[src/rtl/i2s_sample_tx.sv]
// i2s_sample_tx: serial audio transmitter for the synth output.
// Accepts mono samples from the mixer over a valid/ready handshake into a
// single-entry holding buffer. Each sample is shifted out MSB first on both
// the left and right slots of a left-justified stereo frame (bclk, lrclk, sdata).
// If a frame starts with an empty buffer, the last sample is repeated, a
// one-clk underrun pulse is raised, and a saturating counter is bumped.
module i2s_sample_tx #(
  parameter int unsigned CLK_DIV = 2,   // clk cycles per bclk half-period, >= 1
  parameter int unsigned SAMP_W  = 16   // sample width and bits per channel slot
) (
  input  logic              clk,
  input  logic              reset,        // asynchronous, active low
  input  logic [SAMP_W-1:0] samp_in,
  input  logic              samp_valid,
  output logic              samp_ready,
  output logic              bclk,
  output logic              lrclk,
  output logic              sdata,
  output logic              underrun,
  output logic [7:0]        underrun_cnt
);

  localparam int unsigned DIV_W  = (CLK_DIV > 1) ? $clog2(CLK_DIV) : 1;
  localparam int unsigned SLOT_W = $clog2(2 * SAMP_W);

  localparam logic [DIV_W-1:0]  DIV_LAST   = DIV_W'(CLK_DIV - 1);
  localparam logic [SLOT_W-1:0] SLOT_LAST  = SLOT_W'(2 * SAMP_W - 1);
  localparam logic [SLOT_W-1:0] SLOT_RIGHT = SLOT_W'(SAMP_W);
  localparam logic [7:0]        CNT_MAX    = 8'hFF;

  // ---------------------------------------------------------------------------
  // State
  // ---------------------------------------------------------------------------
  logic [DIV_W-1:0]  div_q,     div_d;
  logic              bclk_q,    bclk_d;
  logic [SLOT_W-1:0] slot_q,    slot_d;
  logic              started_q, started_d;   // a first frame has begun since reset
  logic              lrclk_q,   lrclk_d;
  logic              sdata_q,   sdata_d;
  logic [SAMP_W-1:0] shift_q,   shift_d;
  logic [SAMP_W-1:0] hold_q,    hold_d;      // single-entry holding buffer
  logic              full_q,    full_d;
  logic              ready_q,   ready_d;
  logic [SAMP_W-1:0] last_q,    last_d;      // sample of the current frame
  logic              underrun_q,     underrun_d;
  logic [7:0]        underrun_cnt_q, underrun_cnt_d;

  // ---------------------------------------------------------------------------
  // Event decode
  // ---------------------------------------------------------------------------
  logic              div_tick;     // divider wraps, bclk toggles this edge
  logic              fall;         // bclk 1->0 on this edge: serial outputs advance
  logic              frame_start;  // falling event that opens slot 0
  logic              accept;       // handshake completes this edge
  logic [SLOT_W-1:0] slot_nxt;     // slot that begins on this falling event
  logic [SAMP_W-1:0] frame_samp;   // sample chosen at frame start

  assign div_tick    = (div_q == DIV_LAST);
  assign fall        = div_tick && bclk_q;
  assign frame_start = fall && (!started_q || (slot_q == SLOT_LAST));
  assign accept      = samp_valid && ready_q;
  assign slot_nxt    = frame_start ? '0 : slot_q + 1'b1;
  assign frame_samp  = full_q ? hold_q : last_q;

  // Bit-clock divider: count 0..CLK_DIV-1, toggle bclk on wrap.
  // NOTE: every combinational block assigns each output a default first,
  // so no path leaves a variable unassigned and no latch is inferred.
  always_comb begin
    div_d  = div_tick ? '0 : div_q + 1'b1;
    bclk_d = div_tick ? ~bclk_q : bclk_q;
  end

  // Slot sequencing and serializer: all serial outputs move on falling events.
  always_comb begin
    slot_d    = slot_q;
    started_d = started_q;
    lrclk_d   = lrclk_q;
    sdata_d   = sdata_q;
    shift_d   = shift_q;
    if (fall) begin
      slot_d    = slot_nxt;
      started_d = 1'b1;
      lrclk_d   = (slot_nxt >= SLOT_RIGHT);
      if (frame_start) begin
        // Left half begins: serialize the newly chosen frame sample.
        sdata_d = frame_samp[SAMP_W-1];
        shift_d = frame_samp << 1;
      end else if (slot_nxt == SLOT_RIGHT) begin
        // Right half begins: reload the same sample from the frame register.
        sdata_d = last_q[SAMP_W-1];
        shift_d = last_q << 1;
      end else begin
        sdata_d = shift_q[SAMP_W-1];
        shift_d = shift_q << 1;
      end
    end
  end

  // Holding buffer, handshake and frame-start sample selection.
  always_comb begin
    hold_d = hold_q;
    full_d = full_q;
    last_d = last_q;
    if (frame_start && full_q) begin
      // Buffer drains into the frame; ready is low so no accept can coincide.
      last_d = hold_q;
      full_d = 1'b0;
    end else if (accept) begin
      // Also covers an accept on an empty-buffer frame start: the frame
      // repeats last_q and the new sample waits for the next frame.
      hold_d = samp_in;
      full_d = 1'b1;
    end
    ready_d = ~full_d;
  end

  // Underrun flag and saturating underrun counter.
  always_comb begin
    underrun_d     = frame_start && !full_q;
    underrun_cnt_d = underrun_cnt_q;
    if (underrun_d && (underrun_cnt_q != CNT_MAX)) begin
      underrun_cnt_d = underrun_cnt_q + 8'd1;
    end
  end

  // State registers; reset aborts any frame in progress.
  // NOTE: state is updated with non-blocking assignments so every register
  // samples the pre-edge values, independent of statement order.
  always_ff @(posedge clk or negedge reset) begin
    if (!reset) begin
      div_q          <= '0;
      bclk_q         <= 1'b0;
      slot_q         <= '0;
      started_q      <= 1'b0;
      lrclk_q        <= 1'b0;
      sdata_q        <= 1'b0;
      shift_q        <= '0;
      // NOTE: the holding buffer and frame sample are data registers but are
      // cleared here because an underrun right after reset must send zeros.
      hold_q         <= '0;
      last_q         <= '0;
      full_q         <= 1'b0;
      ready_q        <= 1'b1;
      underrun_q     <= 1'b0;
      underrun_cnt_q <= '0;
    end else begin
      div_q          <= div_d;
      bclk_q         <= bclk_d;
      slot_q         <= slot_d;
      started_q      <= started_d;
      lrclk_q        <= lrclk_d;
      sdata_q        <= sdata_d;
      shift_q        <= shift_d;
      hold_q         <= hold_d;
      last_q         <= last_d;
      full_q         <= full_d;
      ready_q        <= ready_d;
      underrun_q     <= underrun_d;
      underrun_cnt_q <= underrun_cnt_d;
    end
  end

  assign samp_ready   = ready_q;
  assign bclk         = bclk_q;
  assign lrclk        = lrclk_q;
  assign sdata        = sdata_q;
  assign underrun     = underrun_q;
  assign underrun_cnt = underrun_cnt_q;

endmodule

[config.mk]
export PLATFORM = sky130hd
export DESIGN_NAME = i2s_sample_tx
export DESIGN_NICKNAME = d
export VERILOG_FILES = /design/src/rtl/i2s_sample_tx.sv
export SDC_FILE = /design/constraint.sdc
export NUM_CORES = 1
export LEC_CHECK = 0
export ABC_AREA = 1
export BUFFER_PORTS_ARGS = -buffer_cell sky130_fd_sc_hd__buf_2
export CAP_MARGIN = 0
export CORE_MARGIN = 3
export CORE_UTILIZATION = 30
export DETAILED_ROUTE_END_ITERATION = 10
export SYNTH_ARGS = -nofsm -noshare
export SYNTH_HDL_FRONTEND = slang
export SYNTH_SLANG_ARGS = --single-unit
export TNS_END_PERCENT = 20
[constraint.sdc]
create_clock -name clk -period 2.1 [get_ports clk]
set_clock_uncertainty 0.1 [all_clocks]
set_input_delay 0.21 -clock clk [delete_from_list [all_inputs] [get_ports clk]]
set_output_delay 0.21 -clock clk [all_outputs]
set_load 0.01 [all_outputs]
==> flow_metrics.py, run 1 <==
metrics = {
    "route": {
        "firstDrtPassIters": 4,
        "wl_um": 7420,
        "detail-route-antenna-nets": 0,
        "drcViolationCount": 0,
        "wl_per_cell_um": 13.2,
        "vias_per_cell": 4.68,
        "drtIter0Drc": 97,
        "vias": 2632,
    },
    "timing": {
        "fmax_ghz": 0.490,
        "fin_crit_sh_pct": 97.2,
        "slew_headroom_pct": 70.5,
        "maxSlewViolCount": 0,
        "setup_slack_ps": 58.1,
        "setup-violations-final": 0,
        "hold_ws_ps": 11.7,
        "worst_pin_slew_ps": 442,
        "hold_viol": 0,
        "period_needed_ps": 2040,
        "rsz0062_at_grt": "true",
    },
    "logic_synthesis": {
        "synth_area_leaders": "dfrtp_1 52%, nand2_1 5.7%, inv_1 5.2%",
        "synth_area_um2": 3220,
        "synth_top_cell_by_area": "dfrtp_1",
        "synthCells": 357,
        "synthesis.nets": 379,
        "yosys_warnings": 0,
        "seq_area_frac_synth_pct": 52.9,
        "synth_seq_cells": 68,
        "syn_area_per_cell_um2": 9.01,
        "synth_top_area_share_pct": 52.1,
        "synth_cell_type_count": 31,
    },
    "final_layout": {
        "nets": 443,
        "syn2layout_area_growth_pct": 29.2,
        "diodes": 0,
        "design_area_um2": 4160,
        "drive_gt1_share_pct": 26.5,
    },
    "setup_path": {
        "ff2ff_path_depth": 13,
        "crit_start": "slot_q[1]",
        "endpoint_kind": "flip-flop",
        "crit_end": "sdata",
        "worstSetupPathType": "reg -> reg",
        "required_ps": 2270,
        "critPathArrivalTime_ps": 2220,
        "r2r-end": "sdata",
        "path_max_fanout": 8,
        "crit_path_start_kind": "flip-flop",
        "reg2reg_slack_ps": 60,
        "r2r-start": "slot_q[1]",
    },
    "die": {
        "die_x_um": 110,
        "start_util_pct": 31.0,
        "row_count": 37,
        "io_pins": 32,
        "die_h_um": 110,
        "core-area_um2": 10400,
        "die_area_um2": 12000,
    },
    "placement": {
        "place.detailed.hpwl_um": 4730,
        "portBuffers": 31,
        "gp_congestion": 0.804,
        "dpl_cell_area_um2": 3640,
        "pre_cts_ws_ps": -8.63,
    },
    "hold_path": {
        "hold_class": "in -> reg",
        "hold_depth": 2,
    },
    "clocking": {
        "clkTransAtPathRegs_ps": 70,
        "cts_num_sinks": 68,
        "clock_latency_ps": 350,
        "htree_levels": 3,
        "clk_path_buf_depth": 2,
        "cts_inserted_buffers": 9,
        "cts_tree": "yes",
        "root_buffer": "clkbuf_8",
    },
    "power": {
        "leakagePower_nw": 2.02,
        "p_per_area_nw_per_um2": 670,
        "peakVddDrop_uv": 343,
        "p_total_mw": 2.79,
    },
    "run": {
        "drv_cap": 0,
    },
    "global_routing": {
        "busiest_layer": "met2",
        "met1_usage_pct": 16.4,
        "antenna_found_initial": 0,
        "grt_pass1_wl_um": 12300,
        "grtUsageMet3_pct": 3.35,
        "grt_max_degree": 35,
        "grt_pass1_vias": 2702,
        "grtUsageMet2_pct": 21.6,
        "grt-ovfl-total": 0,
        "track_usage_pct": 13.0,
    },
    "run_status": {
        "status": "finished clean",
    },
}
worst max-delay path, cell delays in order (launching register included):
cell and delay (ps):
dfrtp_1 390, ha_2 190, nand2_1 50, nor2_1 40, ha_2 160, inv_2 60
nand2_4 60, nand2_8 120, nand2_4 60, nor2_4 210, nand3_4 190, nand2_2 120
nand3_2 70, a21oi_2 140
metal layers:
metal / up-vias / share of wire [%]
met5: - / 0
met2: 54 / 49
met4: 0 / 2.0
met1: 1276 / 44
li1: 1287 / -
met3: 15 / 4.6
synthesized netlist by cell type, drive strengths merged:
master	instances
nor2	42
nand4	18
inv	49
clkbuf	5
ha	3
a21oi	23
buf	11
mux2	14
nand3	25
or2	1
o21ai	36
dfstp	1
nand2	54
dfrtp	67
xnor2	3
xor2	5
state kept, by name, summed over array words and instances, names as in the netlist:
name	flops
underrun_cnt	8
full_q	1
samp_ready	1
div_q	1
slot_q	5
lrclk	1
last_q	16
underrun	1
bclk	1
hold_q	16
sdata	1
started_q	1
shift_q	15
worst min path at each step:
| stage | start | endpoint | slack [ps] |
|---|---|---|---|
| final | samp_in[12] | hold_q[12] | 10 |
| after global routing | samp_in[12] | hold_q[12] | 4 |
| after floorplan | reset | bclk | -190 |
| after detailed placement | reset | bclk | 90 |
| after global placement | reset | bclk | 90 |
| after CTS | samp_in[9] | hold_q[9] | 3 |
final cells by class:
cell class / instances / area (µm²)
fill: 1071 / 6210
multi-input combinational: 225 / 1340
clock inverter: 4 / 47.5
tap: 136 / 170
timing repair buffer: 68 / 557
sequential: 68 / 1700
inverter: 49 / 189
clock buffer: 12 / 155
power by group:
part	switching (mW)	internal (mW)
registers	0.0532	1.42
clock network	0.498	0.610
logic	0.0900	0.112
metrics by stage:
| stage | setup TNS, ps | utilization, % | instances |
|---|---|---|---|
| final | 0 | 40.1 | 562 |
| after global routing | -1000 | 40.1 | 562 |
| after CTS | 0 | 38.3 | 557 |
| after detailed placement | -9.73 | 35.1 | 529 |
| after global placement | 0 | 35.1 | 529 |
| after floorplan | 0 | - | 357 |
logic make-up (layout without fill, tap and decap cells):
group           after synthesis  in the layout  synth area share (%)
buf+inv                      65            133                  8.71
fa+ha+maj                     3              3                  1.17
flops                        68             68                  52.9
compound gates               59             59                  9.29
simple gates                140            141                  20.8
mux                          14             14                  4.90
xor+xnor                      8              8                  2.18
layout by cell type, fill, tap and decap left out, drive strengths merged, types with 2 or more instances in the layout:
| cell type | instances |
|---|---|
| nor2 | 42 |
| dfrtp | 67 |
| clkbuf | 15 |
| o21ai | 36 |
| nand4 | 18 |
| clkinv | 2 |
| inv | 49 |
| xnor2 | 3 |
| xor2 | 5 |
| mux2 | 14 |
| nand2 | 54 |
| buf | 53 |
| ha | 3 |
| nand3 | 26 |
| dlygate4sd3 | 12 |
| a21oi | 23 |
repair_timing:
action | in CTS | in global routing
hold buffers | 12 | 0
gates resized for setup | 1 | 25
endpoints found under the hold margin | 27 | 0
buffers inserted | 0 | 1
gates cloned | 0 | 4
endpoints found under the setup margin | 9 | 30
pin swaps | 1 | 12
Power figures use the tool's default switching activity.
==> run 2: changes to the inputs <==
--- a/config.mk
+++ b/config.mk
@@ -11,6 +11,7 @@
 export CORE_MARGIN = 3
 export CORE_UTILIZATION = 30
 export DETAILED_ROUTE_END_ITERATION = 10
+export PLACE_DENSITY = 0.47
 export SYNTH_ARGS = -nofsm -noshare
 export SYNTH_HDL_FRONTEND = slang
 export SYNTH_SLANG_ARGS = --single-unit
==> flow_metrics.py, run 2 (same netlist as run 1, synthesis figures left out) <==
metrics = {
    "route": {
        "vias": 2573,
        "detail-route-antenna-nets": 0,
        "drtIter0Drc": 82,
        "drcViolationCount": 0,
        "wl_per_cell_um": 13.0,
        "firstDrtPassIters": 4,
        "wl_um": 7280,
        "vias_per_cell": 4.61,
    },
    "setup_path": {
        "path_buf_inv": 1,
        "path_cells": "ha_2, nand2_2, nor2_2, ha_2, inv_2, nand2_4, nand2_8, nand2_4, nor2_4, nand3_4, nand2_1, nand3_1, a21oi_2",
        "required_ps": 2270,
        "path_max_fanout": 8,
        "cpMaxStageDelayCell": "dfrtp_1",
        "crit_path_start_kind": "flip-flop",
        "cpPeakStageDelay_ps": 390,
        "worstSetupPathType": "reg -> reg",
        "critPathTopFamily": "simple AND/OR/NAND/NOR gates",
        "r2r-start": "slot_q[1]",
        "critPathArrivalTime_ps": 2230,
        "crit_start": "slot_q[1]",
        "endpoint_kind": "flip-flop",
    },
    "final_layout": {
        "fin_cells": 558,
        "design_area_um2": 4080,
        "diodes": 0,
        "layout_common_cells": "67 x dfrtp_1, 44 x inv_1, 39 x nand2_1",
        "drive_gt1_share_pct": 26.3,
        "syn2layout_area_growth_pct": 26.7,
        "nets": 439,
        "final_common_cell": "dfrtp_1",
        "largestRegisters": "hold_q x16, last_q x16, shift_q x15",
        "utilization_pct": 39.3,
    },
    "die": {
        "start_util_pct": 31.0,
        "die_h_um": 110,
        "die_x_um": 110,
        "io_pins": 32,
        "row_count": 37,
        "core-area_um2": 10400,
        "die_area_um2": 12000,
    },
    "timing": {
        "period_needed_ps": 2060,
        "maxSlewViolCount": 0,
        "slew_headroom_pct": 75.1,
        "fin_crit_sh_pct": 98.0,
        "fmax_ghz": 0.486,
        "hold_ws_ps": 15.0,
        "hold_viol": 0,
        "rsz0062_at_grt": "true",
        "worst_pin_slew_ps": 374,
        "setup-violations-final": 0,
        "setup_tns_ps": 0,
    },
    "clocking": {
        "clk_path_buf_depth": 2,
        "cts_num_sinks": 68,
        "clkTransAtPathRegs_ps": 70,
        "cts_tree": "yes",
        "htree_levels": 3,
        "clock_latency_ps": 340,
        "root_buffer": "clkbuf_8",
        "cts_inserted_buffers": 9,
    },
    "power": {
        "combinationalPowerShare_pct": 7.1,
        "p_per_area_nw_per_um2": 674,
        "sw_frac_of_total_pct": 23.2,
        "p_sw_uw": 637,
        "sequentialPowerShare_pct": 53.5,
        "leakagePower_nw": 1.98,
        "peakVddDrop_uv": 282,
        "pwr-share-clk_pct": 39.4,
        "internal_power_mw": 2.11,
    },
    "placement": {
        "dp_cells": 524,
        "portBuffers": 31,
        "place.detailed.hpwl_um": 4460,
        "gp_congestion": 0.757,
        "dpl_cell_area_um2": 3610,
    },
    "hold_path": {
        "worstHoldStart": "samp_in[9]",
        "hold_class": "in -> reg",
    },
    "global_routing": {
        "grt_max_degree": 69,
        "grt-ovfl-total": 0,
        "track_usage_pct": 12.6,
        "grt_pass1_vias": 2564,
        "grt_pass1_wl_um": 11900,
        "antenna_found_initial": 0,
    },
    "run_status": {
        "status": "finished clean",
    },
    "run": {
        "drv_cap": 0,
    },
}
## run 2: power by group through the flow
stage | combinational, mW | clock [mW] | sequential, mW
6_report | 0.194 | 1.08 | 1.47
3_3_place_gp | 0.172 | 0 | 1.50
3_5_place_dp | 0.178 | 0 | 1.50
4_1_cts | 0.196 | 1.12 | 1.47
5_1_grt | 0.223 | 1.17 | 1.48
2_1_floorplan | 0.105 | 0 | 1.49
## run 2: final timing paths
kind / end / slack (ps) / cells past startpoint
max reg2reg: sdata / 40 / 13
min in group asynchronous: underrun_cnt[3] / 320 / 3
max: sdata / 40 / 13
max in group asynchronous: samp_ready / 1260 / 3
min reg2reg: lrclk / 380 / 2
min: hold_q[9] / 10 / 3
## run 2: cell type report
class / count / area (µm²)
clock inverters: 4 / 48.8
clock buffers: 12 / 145
fillers: 1097 / 6290
inverters: 49 / 186
repair buffers: 64 / 499
well taps: 136 / 170
multi-input cells: 225 / 1330
flip-flops and latches: 68 / 1700
## run 2: what timing repair did
item,CTS,global route
hold buffers,13,0
endpoints found under the hold margin,79,0
cloned,0,2
pin swaps,0,10
resized for setup,1,26
endpoints found under the setup margin,3,29
setup buffers,0,3
## run 2: tightest hold or removal path: cells and delay by family
kind,cells,cell delay [ps]
compound gates,1,90
buf+inv,1,80
simple gates,1,30
## run 2: routing by layer
| metal | track usage [%] | wire, µm |
|---|---|---|
| met3 | 2.76 | 205 |
| met4 | 4.90 | 117 |
| met5 | 0 | 0 |
| met2 | 20.8 | 3500 |
| met1 | 16.2 | 3450 |
## run 2: metrics by stage
| stage | setup WS, ps | total power [mW] |
|---|---|---|
| finish | 41.7 | 2.75 |
| global route | -83.9 | 2.87 |
| CTS | 47.8 | 2.79 |
| detailed placement | -6.27 | 1.68 |
| global placement | 28.2 | 1.67 |
| floorplan | 63.4 | 1.59 |
